--- src/rtl/nbody_seq.sv ---
// nbody_seq: control and sequencing core of the N-body accelerator.
//
// Decodes the host bus (command = addr[ADDR_WIDTH-1:BODY_ADDR_WIDTH], body index = low bits)
// into per-array RAM write strobes and status/position readback. It also runs the step loop:
// ACCEL issues (i, j-group) pairs to LANES getAccl pipelines, DRAIN_A waits ACC_LAT cycles,
// POS issues one position update per body, and DRAIN_P waits UPD_LAT cycles. This repeats
// STEPS times, then the core parks in DONE until software acks.
//
// Ports:
//   clk_i, rst_i                     clock, asynchronous active-high reset
//   chipselect_i, write_i, read_i    host bus strobes
//   addr_i, write_data_i             host bus address / write data
//   read_data_o                      host read data, valid the cycle after read_i
//   mem_wdata_o, mem_waddr_o         RAM write data / body index (pass-through)
//   mem_wren_o                       one-hot {vy,vx,m,y,x} software write strobes
//   mem_rdaddr_o, mem_rsel_o         RAM readback index / select (0=x, 1=y)
//   mem_rdata_i                      RAM readback data, 1-cycle latency
//   pair_*_o                         pair issue to the acceleration lanes
//   upd_valid_o, upd_idx_o           position update issue
//   busy_o, done_o                   run status
//
// Build option: define NBODY_PERF_CNT_EN to add a 64-bit busy-cycle counter at command 0x43.
// ACC_LAT and UPD_LAT must be at least 1.
module nbody_seq #(
  parameter int unsigned BODIES          = 512,
  parameter int unsigned DATA_WIDTH      = 64,
  parameter int unsigned ADDR_WIDTH      = 16,
  parameter int unsigned BODY_ADDR_WIDTH = $clog2(BODIES),
  parameter int unsigned LANES           = 1,
  parameter int unsigned ACC_LAT         = 60,
  parameter int unsigned UPD_LAT         = 20
) (
  input  logic                             clk_i,
  input  logic                             rst_i,
  input  logic                             chipselect_i,
  input  logic                             write_i,
  input  logic                             read_i,
  input  logic [ADDR_WIDTH-1:0]            addr_i,
  input  logic [DATA_WIDTH-1:0]            write_data_i,
  output logic [DATA_WIDTH-1:0]            read_data_o,
  output logic [DATA_WIDTH-1:0]            mem_wdata_o,
  output logic [BODY_ADDR_WIDTH-1:0]       mem_waddr_o,
  output logic [4:0]                       mem_wren_o,
  output logic [BODY_ADDR_WIDTH-1:0]       mem_rdaddr_o,
  output logic                             mem_rsel_o,
  input  logic [DATA_WIDTH-1:0]            mem_rdata_i,
  output logic                             pair_valid_o,
  output logic [BODY_ADDR_WIDTH-1:0]       pair_i_o,
  output logic [LANES*BODY_ADDR_WIDTH-1:0] pair_j_o,
  output logic [LANES-1:0]                 pair_lane_en_o,
  output logic                             pair_first_o,
  output logic                             pair_last_o,
  output logic                             upd_valid_o,
  output logic [BODY_ADDR_WIDTH-1:0]       upd_idx_o,
  output logic                             busy_o,
  output logic                             done_o
);
  localparam int unsigned BW = BODY_ADDR_WIDTH;
  localparam int unsigned CW = ADDR_WIDTH - BODY_ADDR_WIDTH;
  localparam int unsigned NW = BW + 1;  // holds 1..BODIES
  localparam int unsigned XW = BW + 2;  // headroom for base+LANES

  localparam logic [CW-1:0] CmdCtrl   = CW'(0);
  localparam logic [CW-1:0] CmdAck    = CW'(1);
  localparam logic [CW-1:0] CmdNBod   = CW'(2);
  localparam logic [CW-1:0] CmdSteps  = CW'(3);
  localparam logic [CW-1:0] CmdWrX    = CW'(4);
  localparam logic [CW-1:0] CmdWrY    = CW'(5);
  localparam logic [CW-1:0] CmdWrM    = CW'(6);
  localparam logic [CW-1:0] CmdWrVx   = CW'(7);
  localparam logic [CW-1:0] CmdWrVy   = CW'(8);
  localparam logic [CW-1:0] CmdStatus = CW'(8'h40);
  localparam logic [CW-1:0] CmdRdX    = CW'(8'h41);
  localparam logic [CW-1:0] CmdRdY    = CW'(8'h42);
`ifdef NBODY_PERF_CNT_EN
  localparam logic [CW-1:0] CmdPerf   = CW'(8'h43);
`endif

  typedef enum logic [2:0] {StIdle, StAccel, StDrainA, StPos, StDrainP, StDone} state_e;

  state_e          state_q;
  logic            go_q;
  logic [NW-1:0]   n_q;
  logic [31:0]     steps_q;
  logic [31:0]     step_cnt_q;
  logic [BW-1:0]   i_q;
  logic [XW-1:0]   base_q;
  logic [15:0]     lat_q;
  logic [BW-1:0]   upd_q;
  logic [DATA_WIDTH-1:0] read_data_q;
  logic            rd_mem_q;
`ifdef NBODY_PERF_CNT_EN
  logic [63:0]     perf_q;
`endif

  logic [CW-1:0] cmd;
  logic          wr, rd, idle_or_done, last_grp, last_i, abort;
  logic [XW-1:0] n_x;
  logic [NW-1:0] n_wr;
  logic [31:0]   steps_wr;
  logic [63:0]   rd_word;

  assign cmd          = addr_i[ADDR_WIDTH-1:BW];
  assign wr           = chipselect_i & write_i;
  assign rd           = chipselect_i & read_i;
  assign idle_or_done = (state_q == StIdle) || (state_q == StDone);
  assign busy_o       = !idle_or_done;
  assign done_o       = (state_q == StDone);
  assign n_x          = XW'(n_q);
  assign last_grp     = (base_q + XW'(LANES)) >= n_x;
  assign last_i       = (XW'(i_q) + XW'(1)) == n_x;
  assign abort        = wr && (cmd == CmdCtrl) && !write_data_i[0] && (state_q != StIdle);
  assign n_wr         = write_data_i[NW-1:0];
  assign steps_wr     = (write_data_i[31:0] == 32'd0) ? 32'd1 : write_data_i[31:0];

  assign mem_wdata_o  = write_data_i;
  assign mem_waddr_o  = addr_i[BW-1:0];
  assign mem_rdaddr_o = addr_i[BW-1:0];
  assign mem_rsel_o   = (cmd == CmdRdY);
  assign read_data_o  = rd_mem_q ? mem_rdata_i : read_data_q;

  // Array writes are only safe while the datapath is not reading the RAMs.
  always_comb begin
    mem_wren_o = 5'b00000;
    if (wr && idle_or_done) begin
      case (cmd)
        CmdWrX:  mem_wren_o = 5'b00001;
        CmdWrY:  mem_wren_o = 5'b00010;
        CmdWrM:  mem_wren_o = 5'b00100;
        CmdWrVx: mem_wren_o = 5'b01000;
        CmdWrVy: mem_wren_o = 5'b10000;
        default: mem_wren_o = 5'b00000;
      endcase
    end
  end

  always_comb begin
    rd_word = 64'd0;
    case (cmd)
      CmdStatus: rd_word = {step_cnt_q, 29'd0, go_q, busy_o, done_o};
`ifdef NBODY_PERF_CNT_EN
      CmdPerf:   rd_word = perf_q;
`endif
      default:   rd_word = 64'd0;
    endcase
  end

  // Pair issue decoded from the loop registers; lane k sources body base+k.
  always_comb begin
    pair_valid_o   = (state_q == StAccel);
    pair_i_o       = i_q;
    pair_first_o   = pair_valid_o && (base_q == XW'(0));
    pair_last_o    = pair_valid_o && last_grp;
    pair_j_o       = '0;
    pair_lane_en_o = '0;
    for (int k = 0; k < LANES; k++) begin
      pair_j_o[k*BW +: BW] = BW'(base_q + XW'(k));
      pair_lane_en_o[k]    = pair_valid_o && ((base_q + XW'(k)) < n_x) &&
                             ((base_q + XW'(k)) != XW'(i_q));
    end
    upd_valid_o = (state_q == StPos);
    upd_idx_o   = upd_q;
  end

  always_ff @(posedge clk_i or posedge rst_i) begin
    if (rst_i) begin
      state_q     <= StIdle;
      go_q        <= 1'b0;
      n_q         <= NW'(1);
      steps_q     <= 32'd1;
      step_cnt_q  <= 32'd0;
      i_q         <= '0;
      base_q      <= '0;
      lat_q       <= '0;
      upd_q       <= '0;
      read_data_q <= '0;
      rd_mem_q    <= 1'b0;
`ifdef NBODY_PERF_CNT_EN
      perf_q      <= 64'd0;
`endif
    end else begin
      if (wr && !busy_o) begin
        if (cmd == CmdNBod && n_wr != NW'(0) && XW'(n_wr) <= XW'(BODIES)) n_q <= n_wr;
        if (cmd == CmdSteps) steps_q <= steps_wr;
      end
      if (wr && cmd == CmdCtrl) go_q <= write_data_i[0];

      rd_mem_q <= rd && (cmd == CmdRdX || cmd == CmdRdY);
      if (rd) read_data_q <= DATA_WIDTH'(rd_word);

`ifdef NBODY_PERF_CNT_EN
      if (state_q == StIdle && go_q) perf_q <= 64'd0;
      else if (busy_o) perf_q <= perf_q + 64'd1;
`endif

      if (abort) begin
        state_q <= StIdle;
      end else begin
        case (state_q)
          StIdle: begin
            if (go_q) begin
              state_q    <= StAccel;
              step_cnt_q <= 32'd0;
              i_q        <= '0;
              base_q     <= '0;
            end
          end
          StAccel: begin
            if (last_grp) begin
              base_q <= '0;
              if (last_i) begin
                state_q <= StDrainA;
                lat_q   <= '0;
              end else begin
                i_q <= i_q + 1'b1;
              end
            end else begin
              base_q <= base_q + XW'(LANES);
            end
          end
          StDrainA: begin
            if (lat_q == 16'(ACC_LAT - 1)) begin
              state_q <= StPos;
              upd_q   <= '0;
            end else begin
              lat_q <= lat_q + 16'd1;
            end
          end
          StPos: begin
            if ((XW'(upd_q) + XW'(1)) == n_x) begin
              state_q <= StDrainP;
              lat_q   <= '0;
            end else begin
              upd_q <= upd_q + 1'b1;
            end
          end
          StDrainP: begin
            if (lat_q == 16'(UPD_LAT - 1)) begin
              step_cnt_q <= step_cnt_q + 32'd1;
              if (step_cnt_q + 32'd1 == steps_q) begin
                state_q <= StDone;
              end else begin
                state_q <= StAccel;
                i_q     <= '0;
                base_q  <= '0;
              end
            end else begin
              lat_q <= lat_q + 16'd1;
            end
          end
          StDone: begin
            // Ack consumes go so the core does not relaunch from IDLE.
            if (wr && cmd == CmdAck) begin
              state_q <= StIdle;
              go_q    <= 1'b0;
            end
          end
          default: state_q <= StIdle;
        endcase
      end
    end
  end
endmodule

--- config.mk ---
export PLATFORM = sky130hd
export DESIGN_NAME = nbody_seq
export DESIGN_NICKNAME = d
export VERILOG_FILES = /design/src/rtl/nbody_seq.sv
export SDC_FILE = /design/constraint.sdc
export NUM_CORES = 1
export LEC_CHECK = 0
export ABC_AREA = 0
export BUFFER_PORTS_ARGS = -buffer_cell sky130_fd_sc_hd__buf_2
export CAP_MARGIN = 5
export CORE_MARGIN = 1.5
export CORE_UTILIZATION = 38
export CTS_CLUSTER_SIZE = 10
export DETAILED_ROUTE_END_ITERATION = 7
export PLACE_DENSITY = 0.63
export SETUP_SLACK_MARGIN = 0.15
export SLEW_MARGIN = 10
export SYNTH_ARGS = -nofsm -noshare
export SYNTH_HDL_FRONTEND = slang
export SYNTH_SLANG_ARGS = --single-unit
--- constraint.sdc ---
create_clock -name clk_i -period 6.66 [get_ports clk_i]
set_input_delay 0.999 -clock clk_i [delete_from_list [all_inputs] [get_ports clk_i]]
set_output_delay 0.999 -clock clk_i [all_outputs]
set_load 0.03 [all_outputs]
==> results.txt, run 1 <==
Outcome: finished, final reports clean
Vias in the first global route: 9052
TritonRoute pass-1 iters: 5
Pwr dens: 258 mW/mm2
Number of port buffers: 243
Final instance area: 0.0127 mm2
Die H: 176 um
Placement Setup Slack: 2.22 ns
Hold-fix buffers, CTS: 0
Yosys warns: 0
Layout Nets: 1533
Synth Flop Type: dfrtp_1
Minimum clock period: 4.60 ns
Post_cts resized: 0
DRC: 0
Most common cell after layout, fill and taps aside: buf_2
WHS: 0.504 ns
EDFF count, synth: 0
DRT Wirelength: 32.5 mm
Syn_area_per_cell: 9.00 um2
Critical path class: register to output pin
Worst EP arrival: 3.60 ns
Startpoint types: register
# rows: 63
Die area: 0.0310 mm2
Most frequent cells in the layout: buf_2, dfrtp_1, nand2_1, o21ai_0, mux2_2
Share of layout cells above drive strength 1: 29.2%
Ports: 335
Via Count: 9966
Largest net degree at the start of global routing: 89
Fin Setup TNS: 0 ns
CTS max path bufs: 2
Core ar.: 0.0296 mm2
Pins Over Slew Limit: 0
Post-CTS Setup Bufs: 0
Setup crit end kind: output pin
Clock skew: 0.0159 ns
Slew @ Worst Pin: 1.08 ns
HPWL after detailed placement: 24.0 mm
Antenna fix cells: 0
GRT overflow: 0
Int Pwr: 1990 uW
Sequential area share after synthesis: 35.0%
Reg clk slew, reported paths: 0.07 ns
Max Freq: 0.218 GHz
Mapped Area: 0.0114 mm2
MaxCap Viol Count: 0
Switching Share: 39.4%
Tot GR Track Use: 20.9%
CP max FO: 10
CTS tree: yes
H-tree level count: 4
Syn nets: 1438
First-pass GRT wire length: 51.0 mm
Clk_lat worst skew: 0.44 ns
Synth Instances: 1263
Iter 0 DRT Violations: 805
Clk sink count: 159
Asr flop ratio synth: 100%
DR WL/cell: 18.5 um
Max-Slew Margin vs Limit: 27.3%
ANT nets after route: 0
FF+latch count, synth: 159
Placed cell area: 0.0121 mm2
Antenna violations before repair: 0
Worst Slack Setup Final: 2.06 ns
Clock network power share: 30.3%
Vias per cell: 5.66
Switching power: 1290 uW
Synth unique cells: 79
Peak supply drop: 0.168 mV
Initial core utilization: 38.4%
Leak pwr: 0.00579 uW
Count of final setup violators: 0
Min-delay worst type: register to register
Period Utilization, post-route: 69.0%
Die span in x: 176 um
Setup slack, reg-to-reg: 2.74 ns
RSZ-0062 raised after global routing: false
Synth-to-layout area growth: 11.7%
Critical Path RT: 5.66 ns
Root Buffer: clkbuf_16
Logic pwr share: 26.7%
Flop pwr share: 43.0%
Number of buffers created by CTS: 17
Fill cells: 2951
Final Hold Fails: 0
Pwr Total: 3280 uW
Gpl congestion: 0.890
cells in the mapped netlist (6+ instances only):
master / instances / share of area (%)
nand3b_1: 6 / 0.40
xor2_1: 29 / 2.2
o21ai_0: 81 / 3.6
nor2_1: 72 / 2.4
a21o_1: 10 / 0.66
ha_1: 26 / 2.9
o21a_1: 7 / 0.46
a21oi_1: 37 / 1.6
buf_2: 13 / 0.57
buf_4: 96 / 6.3
a31oi_1: 8 / 0.44
o31ai_1: 22 / 1.5
nand2b_1: 10 / 0.55
nand4_1: 24 / 1.3
clkbuf_1: 62 / 2.0
and3_1: 6 / 0.33
o41ai_1: 8 / 0.62
nor3_1: 32 / 1.4
a22o_1: 40 / 3.1
o21ai_2: 7 / 0.54
and4_1: 9 / 0.69
or4_1: 7 / 0.46
and2_1: 35 / 1.9
nor4_1: 28 / 1.5
or2_2: 7 / 0.39
mux2_2: 75 / 7.4
nand2_1: 95 / 3.1
inv_1: 35 / 1.2
nor2b_1: 9 / 0.50
nand3_1: 44 / 1.9
xnor2_1: 50 / 3.9
or3_1: 22 / 1.2
dfrtp_1: 157 / 35
cells by family after synthesis:
family / after synthesis / synth area share (%)
and+or+nand+nor: 432 / 20.5
AOI/OAI and AO/OA: 276 / 17.0
adders and majority gates: 26 / 2.86
muxes: 80 / 7.87
xor gates and xnor gates: 81 / 6.48
DFF: 159 / 35.0
buffers and inverters: 209 / 10.3
through the flow:
| stage | utilization (%) | std cells |
|---|---|---|
| after CTS | 42.9 | 1760 |
| after detailed placement | 40.9 | 1728 |
| after floorplan | - | 1263 |
| after global routing | 43.0 | 1761 |
| after global placement | 40.9 | 1728 |
| final | 43.0 | 1761 |
power groups by stage:
stage                     registers [uW]  clock network, uW  logic [uW]
after detailed placement            1420                  0         868
after global routing                1440               1040         966
after CTS                           1400               1000         874
final                               1410                993         874
after global placement              1410                  0         855
after floorplan                     1230                  0         858
sequential cells by signal, indices dropped and copies added (netlist names):
| register | count |
|---|---|
| pair_i_o | 9 |
| go_q | 1 |
| n_q | 10 |
| rd_mem_q | 1 |
| state_q | 3 |
| lat_q | 16 |
| read_data_q | 35 |
| step_cnt_q | 32 |
| base_q | 11 |
| steps_q | 32 |
| upd_idx_o | 9 |
path summary, 6_finish.rpt:
path / startpoint / to / depth (start not counted)
hold / removal: read_data_q[53]$_DFFE_PP0P_ / read_data_q[53]$_DFFE_PP0P_ / 1
setup reg to reg: base_q[0]$_DFFE_PP0P_ / lat_q[0]$_DFFE_PP0P_ / 13
min in group asynchronous: rst_i / read_data_q[0]$_DFFE_PP0P_ / 2
max in group asynchronous: rst_i / step_cnt_q[19]$_DFFE_PP0P_ / 3
setup / recovery: base_q[0]$_DFFE_PP0P_ / pair_last_o / 12
hold reg to reg: read_data_q[53]$_DFFE_PP0P_ / read_data_q[53]$_DFFE_PP0P_ / 1
cell type report:
cell class,count,area (um2),area share (%)
Clock buffer,18,439,3.46
Sequential cell,159,3980,31.4
Tap cell,390,488,3.84
Clock inverter,14,148,1.16
Multi-Input combinational cell,895,6230,49.1
Timing Repair Buffer,250,1270,9.99
Inverter,35,136,1.07
metal layers:
metal | track usage, % | vias to the layer above | part of all wire, %
li1 | - | 4693 | -
met1 | 30.4 | 4818 | 47
met2 | 31.8 | 408 | 44
met3 | 2.84 | 47 | 6.6
met4 | 6.62 | 0 | 1.9
met5 | 0 | - | 0
worst max-delay path, stage by stage (launching register included):
cell,delay (ns)
dfrtp_1,0.49
ha_1,0.32
inv_1,0.09
nor2_1,0.17
nand3_1,0.11
xnor2_1,0.24
ha_1,0.29
a21o_1,0.16
a21oi_1,0.14
nand3_1,0.09
a41oi_1,0.65
nor2_1,0.18
buf_2,0.23
(Power assumes the default switching activity.)
==> inputs of run 2 (changes only) <==
--- a/config.mk
+++ b/config.mk
@@ -5,14 +5,14 @@
 export SDC_FILE = /design/constraint.sdc
 export NUM_CORES = 1
 export LEC_CHECK = 0
-export ABC_AREA = 0
+export ABC_AREA = 1
 export BUFFER_PORTS_ARGS = -buffer_cell sky130_fd_sc_hd__buf_2
 export CAP_MARGIN = 5
 export CORE_MARGIN = 1.5
 export CORE_UTILIZATION = 38
 export CTS_CLUSTER_SIZE = 10
 export DETAILED_ROUTE_END_ITERATION = 7
-export PLACE_DENSITY = 0.63
+export PLACE_DENSITY = 0.65
 export SETUP_SLACK_MARGIN = 0.15
 export SLEW_MARGIN = 10
 export SYNTH_ARGS = -nofsm -noshare
==> constraint.sdc (replaced) <==
create_clock -name clk_i -period 4.21 [get_ports clk_i]
set_input_delay 0.6315 -clock clk_i [delete_from_list [all_inputs] [get_ports clk_i]]
set_output_delay 0.6315 -clock clk_i [all_outputs]
set_load 0.03 [all_outputs]
==> run 2 against run 1 <==
  * Setup slack got worse by 1.7 ns
  * Utilization increased by 0.93 points
  * Final area decreased by 1.1%
  * Routed wire length increased by 6.7%
  * Register-to-register slack got worse by 2.0 ns
  * Critical path type unchanged
  * Highest routed layer unchanged
==> results.txt, run 2 <==
Outcome: finished, final reports clean
Via Count: 10800 (+8.0%)
Worst Reg-to-Reg Cells: 17 (+4)
Synth Instances: 1557 (+23%)
Yosys warns: 0 (unchanged)
Number of port buffers: 243 (unchanged)
Syn nets: 1732 (+20%)
Most common cell after layout, fill and taps aside: nand2_1
HPWL after detailed placement: 27.2 mm (+14%)
FF+latch count, synth: 159 (unchanged)
Iter 0 DRT Violations: 998 (+24%)
Setup crit end kind: output pin
Max Freq: 0.261 GHz
Gpl congestion: 0.913 (+2.5%)
Peak supply drop: 0.299 mV (+77%)
Antenna fix cells: 0 (unchanged)
Final Hold Fails: 0 (unchanged)
Clk_lat worst skew: 0.44 ns (about the same)
Placed cells: 2064 (+19%)
CTS tree: yes
Critical path class: register to output pin
Layout Nets: 1874 (+22%)
GRT overflow: 0 (unchanged)
Fin Setup TNS: 0 ns (unchanged)
Worst EP arrival: 3.19 ns (-0.41 ns)
# rows: 62 (-1.6%)
MaxCap Viol Count: 0 (unchanged)
Post-CTS Setup Bufs: 0 (unchanged)
Core ar.: 0.0286 mm2 (-3.2%)
Top-count cell post-synth: nand2_1
Reg clk slew, reported paths: 0.07 ns (about the same)
Max-Slew Margin vs Limit: 29.3% (+2.0 points)
Pins Over Slew Limit: 0 (unchanged)
ANT nets after route: 0 (unchanged)
Asr flop ratio synth: 100% (unchanged)
Synth unique cells: 50 (-37%)
Synth-to-layout area growth: 14.1%
Most instantiated cells after synthesis: nand2_1, inv_1, dfrtp_1, o21ai_0, nor2_1
Largest register FFs: 35 (unchanged)
Tot GR Track Use: 23.1% (+2.3 points)
Hold-fix buffers, CTS: 0 (unchanged)
Area leader, netlist: dfrtp_1
Largest cells by area after synthesis: dfrtp_1, nand2_1, inv_1, buf_4, o21ai_0
Critical Path RT: 3.58 ns (-2.08 ns)
Largest net degree at the start of global routing: 75 (-16%)
RSZ-0062 raised after global routing: false
DRC: 0 (unchanged)
Startpoint types: register
Worst R2R End: state_q[0]$_DFFE_PP0P_
Sequential area share after synthesis: 36.2% (+1.1 points)
TritonRoute pass-1 iters: 5 (unchanged)
Share of layout cells above drive strength 1: 20.6% (-8.6 points)
Synth top area share: 35.7% (+1.1 points)
Mapped Area: 0.0110 mm2 (-3.2%)
Antenna violations before repair: 0 (unchanged)
Ports: 335 (unchanged)
Period Utilization, post-route: 90.9%
Final instance area: 0.0126 mm2 (-1.1%)
Synth Flop Type: dfrtp_1
Clock skew: 0.0155 ns (-0.000341 ns)
Pwr dens: 457 mW/mm2 (+77%)
Largest regs: read_data_q (35), step_cnt_q (32), steps_q (32)
Pwr Total: 5740 uW (+75%)
Slew @ Worst Pin: 1.06 ns (-0.0227 ns)
Vias per cell: 5.13 (-9.3%)
Number of buffers created by CTS: 17 (unchanged)
Vias in the first global route: 9782 (+8.1%)
Die H: 173 um (-1.6%)
Placed cell area: 0.0119 mm2 (-1.3%)
Die area: 0.0300 mm2 (-3.1%)
Critical R2R Launch: base_q[0]$_DFFE_PP0P_
Placement Setup Slack: 0.610 ns (-1.61 ns)
Largest register by flop count: read_data_q
Syn_area_per_cell: 7.07 um2 (-21%)
Initial core utilization: 38.4% (about the same)
Leak pwr: 0.00648 uW (+12%)
Clk sink count: 159 (unchanged)
DR WL/cell: 16.6 um (-10%)
CTS max path bufs: 2 (unchanged)
Most frequent cells in the layout: nand2_1, buf_2, inv_1, dfrtp_1, o21ai_0
H-tree level count: 4 (unchanged)
CP max FO: 6 (-4)
Worst Slack Setup Final: 0.385 ns (-1.68 ns)
Final Non-Filler Cells: 2096 (+19%)
Root Buffer: clkbuf_16
First-pass GRT wire length: 54.3 mm (+6.3%)
Count of final setup violators: 0 (unchanged)
DRT Wirelength: 34.7 mm (+6.7%)
EDFF count, synth: 0 (unchanged)
Minimum clock period: 3.83 ns
Die span in x: 173 um (-1.6%)
Min-delay worst type: input pin to async pin
Setup slack, reg-to-reg: 0.78 ns (-1.96 ns)
run 2: through the flow:
| step | hold slack [ns] | util (%) |
|---|---|---|
| 3_3_place_gp | 0.481 | 41.7 |
| 5_1_grt | 0.448 | 43.9 |
| 6_report | 0.429 | 43.9 |
| 4_1_cts | 0.444 | 43.8 |
| 3_5_place_dp | 0.499 | 41.7 |
| 2_1_floorplan | 0.462 | - |
run 2: critical path: stages, from the launching register on:
cell and delay [ns]:
dfrtp_2 0.41, inv_1 0.13, nor3_4 0.24, nand3_2 0.13, nor2_2 0.14, nand3_1 0.09, xor2_1 0.19, inv_1 0.07
ha_1 0.30, nand2_1 0.07, inv_1 0.05, a22o_1 0.19, nor4_2 0.27, and2_1 0.20, nor2_2 0.07, buf_2 0.20
run 2: layout make-up:
class	count	area [um2]
well taps	384	480
clock inverters	14	145
clock buffers	18	439
fillers	2948	16100
repair buffers	252	1300
flip-flops and latches	159	3990
inverters	232	875
multi-input cells	1037	5340
run 2: worst max-delay path by stage:
stage / startpoint / end / slack (ns) / cells after the start
6_report: base_q[0]$_DFFE_PP0P_ / pair_last_o / 0.38 / 15
5_1_grt: base_q[0]$_DFFE_PP0P_ / pair_last_o / 0.13 / 15
4_1_cts: base_q[0]$_DFFE_PP0P_ / pair_last_o / 0.20 / 15
3_5_place_dp: base_q[0]$_DFFE_PP0P_ / pair_last_o / 0.61 / 15
3_3_place_gp: base_q[0]$_DFFE_PP0P_ / pair_last_o / 0.70 / 15
2_1_floorplan: state_q[1]$_DFFE_PP0P_ / mem_wren_o[1] / 0.94 / 7
run 2: report_power, final:
part	switching, uW	leakage [uW]	internal, uW	total, uW
registers	281	0.00218	1730	2020
logic	1530	0.00402	618	2140
clock network	729	0.000278	851	1580
run 2: per-layer routing:
metal	wire (um)	part of all wire, %	track usage [%]	up-vias
met5	0	0	0	-
met4	539	1.6	5.80	0
met3	2570	7.4	4.09	38
met2	15500	45	35.5	431
met1	16100	46	33.7	5019
li1	-	-	-	5271
run 2: timing repair:
action	4_1_cts	5_1_grt
gates resized for setup	1	8
setup endpoints to repair	1	1
gates cloned	0	0
hold endpoints to repair	0	0
run 2: cells by family (layout without fill, tap and decap cells):
group                      Yosys count  count (layout)  share of synthesized area, %
DFF                                159             159                          36.2
AOI/OAI and AO/OA                  223             223                          11.6
adders and majority gates           26              26                          2.96
xor gates and xnor gates            27              27                          2.15
buffers and inverters              361             516                          15.6
and+or+nand+nor                    745             745                          29.9
muxes                               16              16                          1.64
==> inputs of run 3 (changes only) <==
--- a/config.mk
+++ b/config.mk
@@ -12,7 +12,7 @@
 export CORE_UTILIZATION = 38
 export CTS_CLUSTER_SIZE = 10
 export DETAILED_ROUTE_END_ITERATION = 7
-export PLACE_DENSITY = 0.65
+export PLACE_DENSITY = 0.63
 export SETUP_SLACK_MARGIN = 0.15
 export SLEW_MARGIN = 10
 export SYNTH_ARGS = -nofsm -noshare
==> constraint.sdc (replaced) <==
create_clock -name clk_i -period 3.8 [get_ports clk_i]
set_input_delay 0.57 -clock clk_i [delete_from_list [all_inputs] [get_ports clk_i]]
set_output_delay 0.57 -clock clk_i [all_outputs]
set_load 0.03 [all_outputs]
==> run 3 against run 2 <==
  * Register-to-register slack better by 0.02 ns
  * Global-route usage grew 0.17 points
  * First-iteration DRC count decreased by 15%
  * Clock power rose by 12%
  * Utilization grew 0.75 points
  * Largest cell class unchanged
  * Combinational power up 11%
  * Highest routed layer unchanged
  * Sequential cell count stayed put
==> results.txt, run 3 (synthesis results as in run 2) <==
Cell count along the critical path: 15 (unchanged)
DRT Wirelength: 35.2 mm (+1.4%)
Max Freq: 0.287 GHz
Most frequent CP cell: inv_1
Most common cell after layout, fill and taps aside: nand2_1
M1 WL: 16.0 mm (-0.37%)
Int Pwr: 3650 uW (+14%)
Critical path origin: base_q[1]$_DFFE_PP0P_
Peak supply drop: 0.521 mV (+75%)
Placement Setup Slack: 0.274 ns (-0.336 ns)
Critical R2R Launch: base_q[1]$_DFFE_PP0P_
Vias per cell: 5.06 (-1.4%)
Placed cell area: 0.0120 mm2 (+0.63%)
Max layer used: met4
Logic pwr share: 37.3% (about the same)
Delay-heaviest family, CP: simple AND/OR/NAND/NOR gates
Outcome: finished, final reports clean
Final instance area: 0.0128 mm2 (+1.7%)
Flop pwr share: 35.0% (about the same)
Startpoint types: register
Layout Nets: 1889 (+0.80%)
Min-delay worst type: input pin to async pin
Vias in the first global route: 9615 (-1.7%)
HPWL after detailed placement: 27.6 mm (+1.4%)
# rows: 62 (unchanged)
Antenna violations before repair: 3 (+3)
Largest register by flop count: read_data_q
CTS tree: yes
Final Hold Fails: 0 (unchanged)
Tot GR Track Use: 23.3% (+0.17 points)
Crit path cell chain: inv_2, nor3_4, nand3_2, nor2_2, nand3_1, xor2_1, inv_1, ha_1, nand2_1, inv_1, a22o_1, nor4_2, and2_4, nor2_4, buf_6
Largest regs: read_data_q (35), step_cnt_q (32), steps_q (32)
GRT overflow: 0 (unchanged)
Die H: 173 um (unchanged)
Minimum clock period: 3.48 ns
Largest net degree at the start of global routing: 90 (+20%)
Clk_lat worst skew: 0.44 ns (about the same)
Hold-fix buffers, CTS: 0 (unchanged)
Pins Over Slew Limit: 0 (unchanged)
Critical path class: register to output pin
Metal3 WL: 2.38 mm (-7.4%)
Initial core utilization: 38.4% (unchanged)
CTS max path bufs: 2 (unchanged)
WL met2: 15.7 mm (+1.2%)
Largest register FFs: 35 (unchanged)
Slew @ Worst Pin: 1.09 ns (+0.0341 ns)
ANT nets after route: 0 (unchanged)
H-tree level count: 4 (unchanged)
Worst Reg-to-Reg Cells: 16 (-1)
Clock network power share: 27.7% (+0.2 points)
Worst Slack Setup Final: 0.322 ns (-0.0630 ns)
Setup slack, reg-to-reg: 0.80 ns (+0.02 ns)
Number of port buffers: 243 (unchanged)
Worst EP arrival: 2.91 ns (-0.28 ns)
DRC: 0 (unchanged)
Via Count: 10700 (-0.53%)
Clk sink count: 159 (unchanged)
Count of final setup violators: 0 (unchanged)
Setup crit end kind: output pin
Max-Slew Margin vs Limit: 27.0% (-2.3 points)
Most frequent cells in the layout: nand2_1, buf_2, inv_1, dfrtp_1, o21ai_0
Die span in x: 173 um (unchanged)
Worst setup path end: pair_last_o
TritonRoute pass-1 iters: 6 (+1)
Switching Share: 42.8% (-1.4 points)
Leak pwr: 0.00657 uW (+1.3%)
Ports: 335 (unchanged)
Die area: 0.0300 mm2 (unchanged)
First-pass GRT wire length: 54.2 mm (-0.19%)
Synth-to-layout area growth: 16.1%
Switching power: 2730 uW (+7.7%)
Core ar.: 0.0286 mm2 (unchanged)
CP max FO: 5 (-1)
Worst R2R End: lat_q[10]$_DFFE_PP0P_
RSZ-0062 raised after global routing: false
Clock skew: 0.00819 ns (-0.00735 ns)
Iter 0 DRT Violations: 844 (-15%)
Root Buffer: clkbuf_16
Gpl congestion: 0.913 (unchanged)
Number of buffers created by CTS: 17 (unchanged)
MaxCap Viol Count: 0 (unchanged)
Pwr dens: 499 mW/mm2 (+9.3%)
Share of layout cells above drive strength 1: 21.7% (+1.0 points)
DR WL/cell: 16.7 um (+0.54%)
Fin Setup TNS: 0 ns (unchanged)
Bufs and invs on worst path: 4 (unchanged)
Slowest stage delay, CP: 0.42 ns (about the same)
Slowest CP cell: dfrtp_2
Period Utilization, post-route: 91.5%
Critical Path RT: 3.23 ns (-0.35 ns)
Reg clk slew, reported paths: 0.07 ns (about the same)
-- run 3: through the flow --
step / std cells / total power [uW] / hold slack [ns] / util [%]
global route: 2113 / 6760 / 0.381 / 44.6
global placement: 2069 / 4510 / 0.484 / 42.0
floorplan: 1557 / 3940 / 0.462 / -
finish: 2114 / 6380 / 0.388 / 44.6
detailed placement: 2069 / 4550 / 0.485 / 42.0
CTS: 2108 / 6340 / 0.380 / 44.4
-- run 3: how the worst min path moves through the flow --
stage	cells after the start	startpoint	slack [ns]	endpoint
final	2	rst_i	0.39	steps_q[9]$_DFFE_PP0P_
after global routing	2	write_data_i[30]	0.38	steps_q[30]$_DFFE_PP0P_
after CTS	2	write_data_i[25]	0.38	steps_q[25]$_DFFE_PP0P_
after detailed placement	2	steps_q[0]$_DFFE_PP1P_	0.49	steps_q[0]$_DFFE_PP1P_
after global placement	2	steps_q[0]$_DFFE_PP1P_	0.48	steps_q[0]$_DFFE_PP1P_
after floorplan	2	steps_q[0]$_DFFE_PP1P_	0.46	steps_q[0]$_DFFE_PP1P_
-- run 3: area by class of cell --
cell class,instances,area (um2)
fillers,2925,15800
multi-input cells,1037,5380
flip-flops and latches,159,3990
repair buffers,267,1450
inverters,232,875
well taps,384,480
clock buffers,19,443
clock inverters,13,153
diodes,3,7.51
-- run 3: metal layers --
metal | up-vias | GRT usage, %
li1 | 5300 | -
met1 | 4941 | 32.1
met2 | 402 | 36.2
met3 | 59 | 4.29
met4 | 0 | 9.24
met5 | - | 0
-- run 3: power by group through the flow --
stage	clock (uW)	sequential (uW)	combinational, uW
finish	1770	2230	2380
global route	1870	2260	2630
CTS	1800	2210	2330
detailed placement	0	2240	2310
global placement	0	2240	2270
floorplan	0	2200	1740
-- run 3: timing repair --
item | 4_1_cts | 5_1_grt
resized for setup | 10 | 11
endpoints found under the setup margin | 1 | 1
pin swaps | 3 | 2
setup buffers | 7 | 3
-- run 3: worst reg2reg max path, cell delays in order, from the launching register on --
cell     delay [ns]
dfrtp_2        0.42
inv_2          0.08
nor3_4         0.18
nand3_2        0.11
nor2_2         0.15
nand3_1        0.09
xor2_1         0.20
inv_1          0.07
ha_1           0.29
nand2_1        0.07
inv_1          0.05
a22o_1         0.18
nor4_2         0.18
nand3_1        0.21
nand4_2        0.15
buf_4          0.30
o21ai_0        0.14
